## src/rtl/fwd_pkg.sv

```systemverilog
// Shared definitions for the forwarding / load-use hazard unit.
//   SEL_*       : operand-mux select codes driven on ex_sel_a / ex_sel_b
//   MAX_ADDR_W  : storage width of register addresses inside the records;
//                 narrower REG_ADDR_W values are zero-extended on entry,
//                 so REG_ADDR_W must not exceed MAX_ADDR_W
//   pipe_rec_t  : producer record kept for the MEM and WB stages
//   ex_rec_t    : EX-stage record, producer fields plus consumer fields
package fwd_pkg;

    localparam logic [1:0] SEL_RF    = 2'd0;
    localparam logic [1:0] SEL_EXMEM = 2'd1;
    localparam logic [1:0] SEL_MEMWB = 2'd2;

    localparam int MAX_ADDR_W = 8;

    typedef struct packed {
        logic                  valid;
        logic [MAX_ADDR_W-1:0] rd;
        logic                  reg_write;
        logic                  load;
    } pipe_rec_t;

    typedef struct packed {
        pipe_rec_t             base;
        logic [MAX_ADDR_W-1:0] rs1;
        logic [MAX_ADDR_W-1:0] rs2;
        logic                  use_rs1;
        logic                  use_rs2;
    } ex_rec_t;

endpackage

```

## src/rtl/fwd_match.sv

```systemverilog
// Single source/producer comparator.
//   rs        in  : source register address of the consumer
//   use_rs    in  : consumer really reads rs (already gated by consumer valid)
//   rec_valid in  : producer record valid
//   rec_qual  in  : producer qualifier (reg_write for forwarding, load for stall)
//   rec_rd    in  : producer destination address
//   hit       out : consumer depends on this producer
// x0 never matches: it is hardwired to zero and has no producer.
module fwd_match
    import fwd_pkg::*;
(
    input  logic [MAX_ADDR_W-1:0] rs,
    input  logic                  use_rs,
    input  logic                  rec_valid,
    input  logic                  rec_qual,
    input  logic [MAX_ADDR_W-1:0] rec_rd,
    output logic                  hit
);

    assign hit = use_rs & rec_valid & rec_qual & (rec_rd == rs) & (rs != '0);

endmodule

```

## src/rtl/forwarding_unit.sv

```systemverilog
// Operand forwarding and load-use stall detection for a 5-stage pipeline.
// Tracks EX, MEM and WB instruction records and produces EX operand-mux
// selects (youngest producer wins) plus a one-cycle load-use stall.
//   clk, arst_n              : clock, asynchronous active-low reset
//   pipe_en                  : pipeline advance enable (0 = frozen)
//   flush                    : drop the instruction leaving ID
//   id_valid/reg_write/mem_read, id_use_rs1/rs2, id_rs1/rs2/rd : ID instruction
//   ex_sel_a, ex_sel_b       : operand selects (SEL_RF / SEL_EXMEM / SEL_MEMWB)
//   stall                    : hold PC and IF/ID, bubble into EX
// Optional macro FORWARDING_UNIT_PERF_EN adds saturating stall_cnt / fwd_cnt.
module forwarding_unit
    import fwd_pkg::*;
#(
    parameter int REG_ADDR_W = 5,
    parameter int CNT_W      = 32
) (
    input  logic                  clk,
    input  logic                  arst_n,
    input  logic                  pipe_en,
    input  logic                  flush,
    input  logic                  id_valid,
    input  logic                  id_reg_write,
    input  logic                  id_mem_read,
    input  logic                  id_use_rs1,
    input  logic                  id_use_rs2,
    input  logic [REG_ADDR_W-1:0] id_rs1,
    input  logic [REG_ADDR_W-1:0] id_rs2,
    input  logic [REG_ADDR_W-1:0] id_rd,
    output logic [1:0]            ex_sel_a,
    output logic [1:0]            ex_sel_b,
    output logic                  stall
`ifdef FORWARDING_UNIT_PERF_EN
    ,
    output logic [CNT_W-1:0]      stall_cnt,
    output logic [CNT_W-1:0]      fwd_cnt
`endif
);

    logic [MAX_ADDR_W-1:0] id_rs1_x;
    logic [MAX_ADDR_W-1:0] id_rs2_x;
    pipe_rec_t             id_base;

    ex_rec_t               ex_q;
    pipe_rec_t             mem_q;
    pipe_rec_t             wb_q;

    logic hit_mem_a, hit_wb_a, hit_mem_b, hit_wb_b;
    logic hit_ld_1, hit_ld_2;
    logic ex_use_a, ex_use_b;

    assign id_rs1_x = MAX_ADDR_W'(id_rs1);
    assign id_rs2_x = MAX_ADDR_W'(id_rs2);

    assign id_base = '{valid:     id_valid,
                       rd:        MAX_ADDR_W'(id_rd),
                       reg_write: id_reg_write,
                       load:      id_mem_read};

    // Record pipeline. A flush still kills the EX entry while frozen.
    always_ff @(posedge clk or negedge arst_n) begin
        if (!arst_n) begin
            ex_q  <= '0;
            mem_q <= '0;
            wb_q  <= '0;
        end else if (pipe_en) begin
            ex_q.base       <= id_base;
            ex_q.base.valid <= id_valid & ~stall & ~flush;
            ex_q.rs1        <= id_rs1_x;
            ex_q.rs2        <= id_rs2_x;
            ex_q.use_rs1    <= id_use_rs1;
            ex_q.use_rs2    <= id_use_rs2;
            mem_q           <= ex_q.base;
            wb_q            <= mem_q;
        end else if (flush) begin
            ex_q.base.valid <= 1'b0;
        end
    end

    // A bubble in EX consumes nothing, so it must not request forwarding.
    assign ex_use_a = ex_q.use_rs1 & ex_q.base.valid;
    assign ex_use_b = ex_q.use_rs2 & ex_q.base.valid;

    fwd_match u_mem_a (
        .rs(ex_q.rs1), .use_rs(ex_use_a),
        .rec_valid(mem_q.valid), .rec_qual(mem_q.reg_write), .rec_rd(mem_q.rd),
        .hit(hit_mem_a)
    );

    fwd_match u_wb_a (
        .rs(ex_q.rs1), .use_rs(ex_use_a),
        .rec_valid(wb_q.valid), .rec_qual(wb_q.reg_write), .rec_rd(wb_q.rd),
        .hit(hit_wb_a)
    );

    fwd_match u_mem_b (
        .rs(ex_q.rs2), .use_rs(ex_use_b),
        .rec_valid(mem_q.valid), .rec_qual(mem_q.reg_write), .rec_rd(mem_q.rd),
        .hit(hit_mem_b)
    );

    fwd_match u_wb_b (
        .rs(ex_q.rs2), .use_rs(ex_use_b),
        .rec_valid(wb_q.valid), .rec_qual(wb_q.reg_write), .rec_rd(wb_q.rd),
        .hit(hit_wb_b)
    );

    // Load-use: the ID consumer against a load sitting in EX.
    fwd_match u_ld_1 (
        .rs(id_rs1_x), .use_rs(id_use_rs1 & id_valid),
        .rec_valid(ex_q.base.valid), .rec_qual(ex_q.base.load), .rec_rd(ex_q.base.rd),
        .hit(hit_ld_1)
    );

    fwd_match u_ld_2 (
        .rs(id_rs2_x), .use_rs(id_use_rs2 & id_valid),
        .rec_valid(ex_q.base.valid), .rec_qual(ex_q.base.load), .rec_rd(ex_q.base.rd),
        .hit(hit_ld_2)
    );

    assign ex_sel_a = hit_mem_a ? SEL_EXMEM : (hit_wb_a ? SEL_MEMWB : SEL_RF);
    assign ex_sel_b = hit_mem_b ? SEL_EXMEM : (hit_wb_b ? SEL_MEMWB : SEL_RF);
    assign stall    = hit_ld_1 | hit_ld_2;

    // Load flags of the MEM/WB records are kept for visibility only.
    logic unused_rec;
    assign unused_rec = mem_q.load ^ wb_q.load;

`ifdef FORWARDING_UNIT_PERF_EN
    always_ff @(posedge clk or negedge arst_n) begin
        if (!arst_n) begin
            stall_cnt <= '0;
            fwd_cnt   <= '0;
        end else if (pipe_en) begin
            if (stall && (stall_cnt != '1)) begin
                stall_cnt <= stall_cnt + 1'b1;
            end
            if (((ex_sel_a != SEL_RF) || (ex_sel_b != SEL_RF)) && (fwd_cnt != '1)) begin
                fwd_cnt <= fwd_cnt + 1'b1;
            end
        end
    end
`else
    localparam int unused_cnt_w = CNT_W;
`endif

endmodule

```

## config.mk

```make
export PLATFORM = sky130hd
export DESIGN_NAME = forwarding_unit
export DESIGN_NICKNAME = d
export VERILOG_FILES = /design/src/rtl/fwd_pkg.sv /design/src/rtl/fwd_match.sv /design/src/rtl/forwarding_unit.sv
export SDC_FILE = /design/constraint.sdc
export NUM_CORES = 1
export LEC_CHECK = 0
export CORE_MARGIN = 2
export CORE_UTILIZATION = 57
export DETAILED_ROUTE_END_ITERATION = 7
export HOLD_SLACK_MARGIN = 0.1
export PLACE_DENSITY_LB_ADDON = 0.12
export SYNTH_ARGS = -nofsm -noshare
export SYNTH_HDL_FRONTEND = slang
export SYNTH_SLANG_ARGS = --single-unit
```

## constraint.sdc

```tcl
create_clock -name clk -period 5.89 [get_ports clk]
set_input_delay 1.767 -clock clk [delete_from_list [all_inputs] [get_ports clk]]
set_output_delay 1.767 -clock clk [all_outputs]
set_load 0.05 [all_outputs]
```

After elaboration in Yosys (flattened, before gate mapping)
Cells that the tools add are included.
{ "word_totals": {"register_bits": 34, "inputBits": 24, "output_inout_bits": 5} }
{ "classes": {"n_eq_ne": 6, "mux": 6, "bitwise": 33, "reduce_logical": 5} }
{ "ops": {"columns": ["cell", "n"], "rows": [
  ["$reduce_bool A8 Y1", 4],
  ["$and A1 B1 Y1", 30],
  ["$eq A5 B5 Y1", 6],
  ["$mux W2", 4],
  ["$mux W1", 2],
  ["$not A1 Y1", 2],
  ["$reduce_bool A2 Y1", 1],
  ["$or A1 B1 Y1", 1]
]} }

Longest topological paths before layout
Gate-level depths: netlist of run 1.
{ "logic_depth": {"depth_word": 10, "mapped_depth": 4, "ltp_nobuf": 4} }

Hierarchy
From an unflattened synthesis of run 1, not the netlist that was laid out.
{ "hier_totals": {"cells_unflattened": 174, "area_unflattened_um2": 2197.1} }
{ "by_module_without_submodules": {"columns": ["module", "instances", "cells_each", "area_per_inst_um2"], "rows": [
  ["forwarding_unit", 1, 84, 1491.4],
  ["fwd_match", 6, 15, 117.6]
]} }

Least setup slack after synthesis of run 1
Ideal clock, no wire load.
{ "synth_path": {"path_kind": "input to output", "startpoint": "input port id_valid", "endpoint": "output port stall", "arrival_time_ns": 3.639, "t_required_ns": 4.123, "setup_slack_ns": 0.484, "path_stages": 3, "n_path_buf": 0, "path_cell_list": "and3_1 > nand4_1 > o41ai_1"} }
{ "synth_via": {"elab_chain_len": 6, "elab_cells_between_ends": 11, "cone_classes": "bitwise: 11"} }
{ "synth_rtl": {"columns": ["element", "line", "text"], "rows": [
  ["start: declaration", "forwarding_unit.sv:21", "input logic id_valid,"],
  ["$and A1 B1 Y1, on equally long branches", "forwarding_unit.sv:109, forwarding_unit.sv:115", null],
  ["$and A1 B1 Y1 (4 in series)", "fwd_match.sv:20", "assign hit = use_rs & rec_valid & rec_qual & (rec_rd == rs) & (rs != '0);"],
  ["$or A1 B1 Y1 (*)", "forwarding_unit.sv:122", "assign stall = hit_ld_1 | hit_ld_2;"],
  ["end: declaration", "forwarding_unit.sv:31", "output logic stall"]
]} }
Mark *: on every way between the ends. The rest lies on a longest branch, timed or not.

Final worst setup path of run 1
{ "layout_path": {"startpoint": "input port id_rs2[1]", "endpoint": "output port stall"} }
{ "layout_via": {"elab_chain_len": 4, "elab_cells_between_ends": 5, "cone_classes": "eq/ne: 1; bitwise: 3; reduce/logical: 1"} }
{ "layout_rtl": {"columns": ["element", "line", "text"], "rows": [
  ["start: declaration", "forwarding_unit.sv:27", "input logic [REG_ADDR_W-1:0] id_rs2,"],
  ["$eq A5 B5 Y1", "fwd_match.sv:20", null],
  ["$and A1 B1 Y1", "fwd_match.sv:20", null],
  ["$and A1 B1 Y1 (*)", "fwd_match.sv:20", null],
  ["$or A1 B1 Y1 (*)", "forwarding_unit.sv:122", null]
]} }
Marked as above.

==> qor.txt, run 1 <==
first-pass GRT wire length: 6.12 mm
commonest cells after routing, fill and taps aside: dfrtp_1, mux2_2, clkdlybuf4s50_1
crit path DAT: 3.39 ns
register area share after synthesis: 48.0%
post-route ant nets: 0
VDD IR max: 178 uV
Pleak: 0.000840 uW
routed len/inst: 18.5 um
Syn Std Cell Area: 0.00177 mm^2
Hold WS: 0.522 ns
Net Count, Synth: 168
Pwr Density: 249 mW/mm^2
clk sinks: 34
initial antenna violation count: 0
Worst slew margin: 55.2%
vias in the first global route: 1247
Fillers: 234
post_cts resized: 0
DRT Pass-1 Iters: 4
via count: 1235
setup TNS: 0 ns
largest net degree at the start of global routing: 35
RSZ-0062 raised after global routing: no
Critical Path End Type: output port
DRT iter0 DRCs: 35
clock skew: 0.00564 ns
Die Wd: 59.8 um
Fin. Hold Viols: 0
Hold Path Class: reg -> reg
CTS HTree Levels: 2
slowest CP cell: or4_1
share of cells above drive strength 1: 26.9%
Max FO, Critical Path: 4
total track usage: 24.4%
setup repair bufs after CTS: 0
initial core utilization: 59.0%
Worst Path Buf+Inv: 2
Rows: 20
maximum clock rate: 194 MHz
CTS max path bufs: 2
Layout Utilization: 70.6%
Final Max Tran Viols: 0
ANT cells: 0
routed wire length: 3.84 mm
core area: 0.00300 mm^2
die area: 0.00357 mm^2
Synthesis Warnings: 0
flop-to-flop setup slack: 4.56 ns
outcome: complete, no violations
top cells by area in the synthesized netlist: dfrtp_1, mux2_2, xnor2_1
max_cap viols: 0
Worst EP required: 4.12 ns
CTS tree: done
actual slew at the worst max-slew pin: 0.671 ns
synthesized area per cell: 12.3 um^2
post-synthesis register bit count: 34
Setup Crit Path Kind: in -> out
top-area cell type share of the netlist area: 48.0%
CTS root buf: clkbuf_4
Via density: 5.94
cells along the critical path: clkdlybuf4s50_1 > or4_1 > a21oi_2 > o41ai_1 > buf_4
DRC violations left: 0
Max stage delay on crit path: 0.60 ns
Setup violations, final: 0
I/O Buffers: 28
commonest non-fill, non-tap cell in the layout: dfrtp_1
Die Span Y: 59.8 um
synthesized instance count: 144
Final nets: 199
post-route minimum period: 5.15 ns
IO Count: 29
biggest area consumer among synthesized cells: dfrtp_1
Area growth, synth to finish: 19.6%
count of cell types in the netlist: 22
TritonCTS Buffers: 5
Reg clk slew, reported paths: 0.10 ns
crit share post-route: 87.5%
crit start category: input port
Hold-fix buffers, CTS: 0
Worst-Skew Late Latency: 0.34 ns
Final Wtd Congestion: 0.848
gr ovfl total: 0
critical path's top delay family: buffers and inverters
registers in the layout, indices dropped and copies added (netlist names):
register  count
wb_q          7
ex_q         20
mem_q         7
worst paths after layout:
check | from | to | cells past startpoint
min in group asynchronous | arst_n | ex_q[19] | 2
worst min-delay path | ex_q[18] | ex_q[18] | 1
worst min register to register | ex_q[18] | ex_q[18] | 1
max in group asynchronous | arst_n | ex_q[3] | 2
worst max register to register | ex_q[22] | ex_q[28] | 4
worst max-delay path | id_rs2[1] | stall | 5
layout make-up:
cell class	instances	area (um^2)	area share, %
multi-input cells	103	883	41.7
flip-flops and latches	34	851	40.1
repair buffers	30	293	13.8
well taps	33	41.3	1.95
clock buffers	5	37.5	1.77
clock inverters	2	10.0	0.472
inverters	1	3.75	0.177
per-layer routing:
layer | track usage [%] | share of wire, %
met4 | 7.94 | 1.2
met1 | 28.5 | 42
met3 | 8.66 | 4.8
met2 | 41.5 | 52
met5 | 0 | 0
metrics by stage:
step / setup slack, ns / area, um^2 / instances / power [uW]
after global placement: 0.773 / 2070 / 201 / 404
after global routing: 0.708 / 2120 / 208 / 554
after floorplan: 0.484 / 1770 / 144 / 364
final: 0.735 / 2120 / 208 / 528
after detailed placement: 0.739 / 2070 / 201 / 412
after CTS: 0.735 / 2120 / 208 / 530
synthesized netlist by cell type, drive strengths merged:
| library cell | instances |
|---|---|
| or4 | 7 |
| nor4 | 6 |
| and3 | 2 |
| inv | 1 |
| a21oi | 2 |
| dfrtp | 34 |
| xor2 | 12 |
| xnor2 | 14 |
| or3b | 1 |
| nand2b | 6 |
| mux2 | 32 |
| nand2 | 8 |
| o41ai | 2 |
| clkbuf | 1 |
| o21ai | 3 |
| buf | 5 |
| nand4 | 8 |
cell families after synthesis:
logic type             after synthesis  share of synthesized area, %
AND/OR/NAND/NOR                     38                          13.6
flip-flops                          34                          48.0
multiplexers                        32                          20.3
XOR/XNOR                            26                          12.9
AO/OA/AOI/OAI                        7                          3.04
buffers and inverters                7                          2.12
report_power, final:
part | switching [uW] | internal (uW) | total, uW
Sequential | 37.5 | 262 | 300
Clock | 77.9 | 42.9 | 121
Combinational | 43.0 | 64.5 | 107
Total | 158 | 369 | 528
Note: power is estimated with default switching activity, not from simulation.
==> inputs of run 2 (changes only) <==
- CORE_ASPECT_RATIO: default -> 1.2
- CTS_CLUSTER_SIZE: default -> 30
- SKIP_LAST_GASP: default -> 1
==> qor.txt, run 2 (synthesis results as in run 1) <==
crit start category: input port
I/O Buffers: 28 (unchanged)
commonest non-fill, non-tap cell in the layout: dfrtp_1
Placed Area: 0.00208 mm^2 (+0.18%)
r2r startpoint: ex_q[20]
CTS root buf: clkbuf_4
first-pass GRT wire length: 6.14 mm (+0.34%)
VDD IR max: 185 uV (+3.9%)
DRT Pass-1 Iters: 4 (unchanged)
Final nets: 199 (unchanged)
Die Span Y: 65.1 um (+8.9%)
Worst-Skew Late Latency: 0.34 ns (about the same)
Reg clk slew, reported paths: 0.10 ns (about the same)
Largest regs: ex_q (20), mem_q (7), wb_q (7)
slowest CP cell: or4_1
Fin. Hold Viols: 0 (unchanged)
via count: 1223 (-0.97%)
Top reg by flops: ex_q
cell mode on critical path: or4_1
post_cts resized: 0 (unchanged)
setup TNS: 0 ns (unchanged)
Layout Utilization: 71.2% (+0.60 points)
crit path DAT: 3.36 ns (-0.03 ns)
busiest grt layer: met2
Pwr Density: 251 mW/mm^2 (+0.90%)
Max FO, Critical Path: 3 (-1)
post-route minimum period: 5.12 ns (-0.0307 ns)
vias in the first global route: 1313 (+5.3%)
CTS HTree Levels: 2 (unchanged)
Rows: 22 (+10%)
Worst Path Buf+Inv: 2 (unchanged)
IO Count: 29 (unchanged)
maximum clock rate: 195 MHz (+0.60%)
Hold-fix buffers, CTS: 0 (unchanged)
Critical Path End Type: output port
ANT cells: 0 (unchanged)
met3 Use GR: 5.30% (-3.4 points)
cells along the critical path: clkdlybuf4s50_1 > or4_1 > a21oi_1 > or4_1 > o41ai_1 > buf_4
outcome: complete, no violations
min-delay src: ex_q[18]
max reg flops: 20 (unchanged)
Worst slew margin: 40.0% (-15 points)
design area: 0.00214 mm^2 (+0.77%)
clock skew: 0.00646 ns (+0.000812 ns)
DRC violations left: 0 (unchanged)
post-route ant nets: 0 (unchanged)
crit share post-route: 87.0% (-0.52 points)
Pleak: 0.000845 uW (+0.53%)
Setup Crit Path Kind: in -> out
Hold WS: 0.519 ns (-0.00298 ns)
HPWL Detailed: 2.87 mm
routed len/inst: 17.2 um (-6.5%)
RSZ-0062 raised after global routing: no
die area: 0.00357 mm^2 (about the same)
GR Layer Usage met2: 41.5% (+0.058 points)
CTS tree: done
routed wire length: 3.66 mm (-4.7%)
CTS max path bufs: 2 (unchanged)
Worst EP required: 4.12 ns (about the same)
max_cap viols: 0 (unchanged)
actual slew at the worst max-slew pin: 0.897 ns (+0.226 ns)
core area: 0.00300 mm^2 (about the same)
largest net degree at the start of global routing: 35 (unchanged)
Setup violations, final: 0 (unchanged)
Max stage delay on crit path: 0.52 ns (-0.08 ns)
share of cells above drive strength 1: 26.7% (-0.15 points)
Crit. Startpoint: id_rs1[0]
met1 global-route usage: 28.4% (-0.029 points)
setup repair bufs after CTS: 0 (unchanged)
commonest cells after routing, fill and taps aside: dfrtp_1, mux2_2, clkdlybuf4s50_1
Final Wtd Congestion: 0.822 (-3.1%)
Hold Path Class: reg -> reg
TritonCTS Buffers: 5 (unchanged)
clk sinks: 34 (unchanged)
initial antenna violation count: 0 (unchanged)
DRT iter0 DRCs: 27 (-23%)
gr ovfl total: 0 (unchanged)
Via density: 5.77 (-2.8%)
critical path's top delay family: buffers and inverters
Final Max Tran Viols: 0 (unchanged)
Area growth, synth to finish: 20.6%
initial core utilization: 59.0% (about the same)
total track usage: 24.5% (+0.17 points)
flop-to-flop setup slack: 4.57 ns (about the same)
Die Wd: 54.9 um (-8.1%)
run 2: changes by cell type in the layout (fill, tap and decap cells not counted), sizes merged:
cell	delta
clkinv	-1
clkbuf	+2
run 2: worst register-to-register path: stages (launching register included):
cell and delay, ns:
dfrtp_1 0.46, xnor2_1 0.19, nand2_1 0.10, nor4_1 0.36, o41ai_2 0.11
run 2: final cells by class:
type	instances	area, um^2
Clock buffer	7	55.1
Clock inverter	1	5.00
Fill cell	244	865
Inverter	1	3.75
Multi-Input combinational cell	103	883
Sequential cell	34	851
Tap cell	36	45.0
Timing Repair Buffer	30	293
run 2: metal layers:
layer	vias to the layer above	wire length [um]
met5	-	0
met1	609	1520
li1	582	-
met3	9	114
met2	23	1950
met4	0	78
run 2: path summary, 6_finish.rpt:
kind                       endpoint  cells past startpoint
setup / recovery              stall                      6
hold / removal             ex_q[18]                      1
setup reg to reg           ex_q[28]                      4
hold reg to reg            ex_q[18]                      1
max in group asynchronous   wb_q[3]                      2
min in group asynchronous  ex_q[18]                      2
run 2: through the flow:
stage          cells  setup WS [ns]  total power (uW)
2_1_floorplan    144          0.484               364
3_3_place_gp     204          0.816               404
3_5_place_dp     204          0.772               410
4_1_cts          212          0.769               543
5_1_grt          212          0.650               568
6_report         212          0.766               537
run 2: where the power goes:
part | internal [uW] | leakage, uW | switching [uW] | total, uW
registers | 262 | 0.000404 | 36.0 | 298
logic | 64.6 | 0.000405 | 41.6 | 106
clock network | 57.8 | 0.0000353 | 74.6 | 132
total | 384 | 0.000845 | 152 | 537
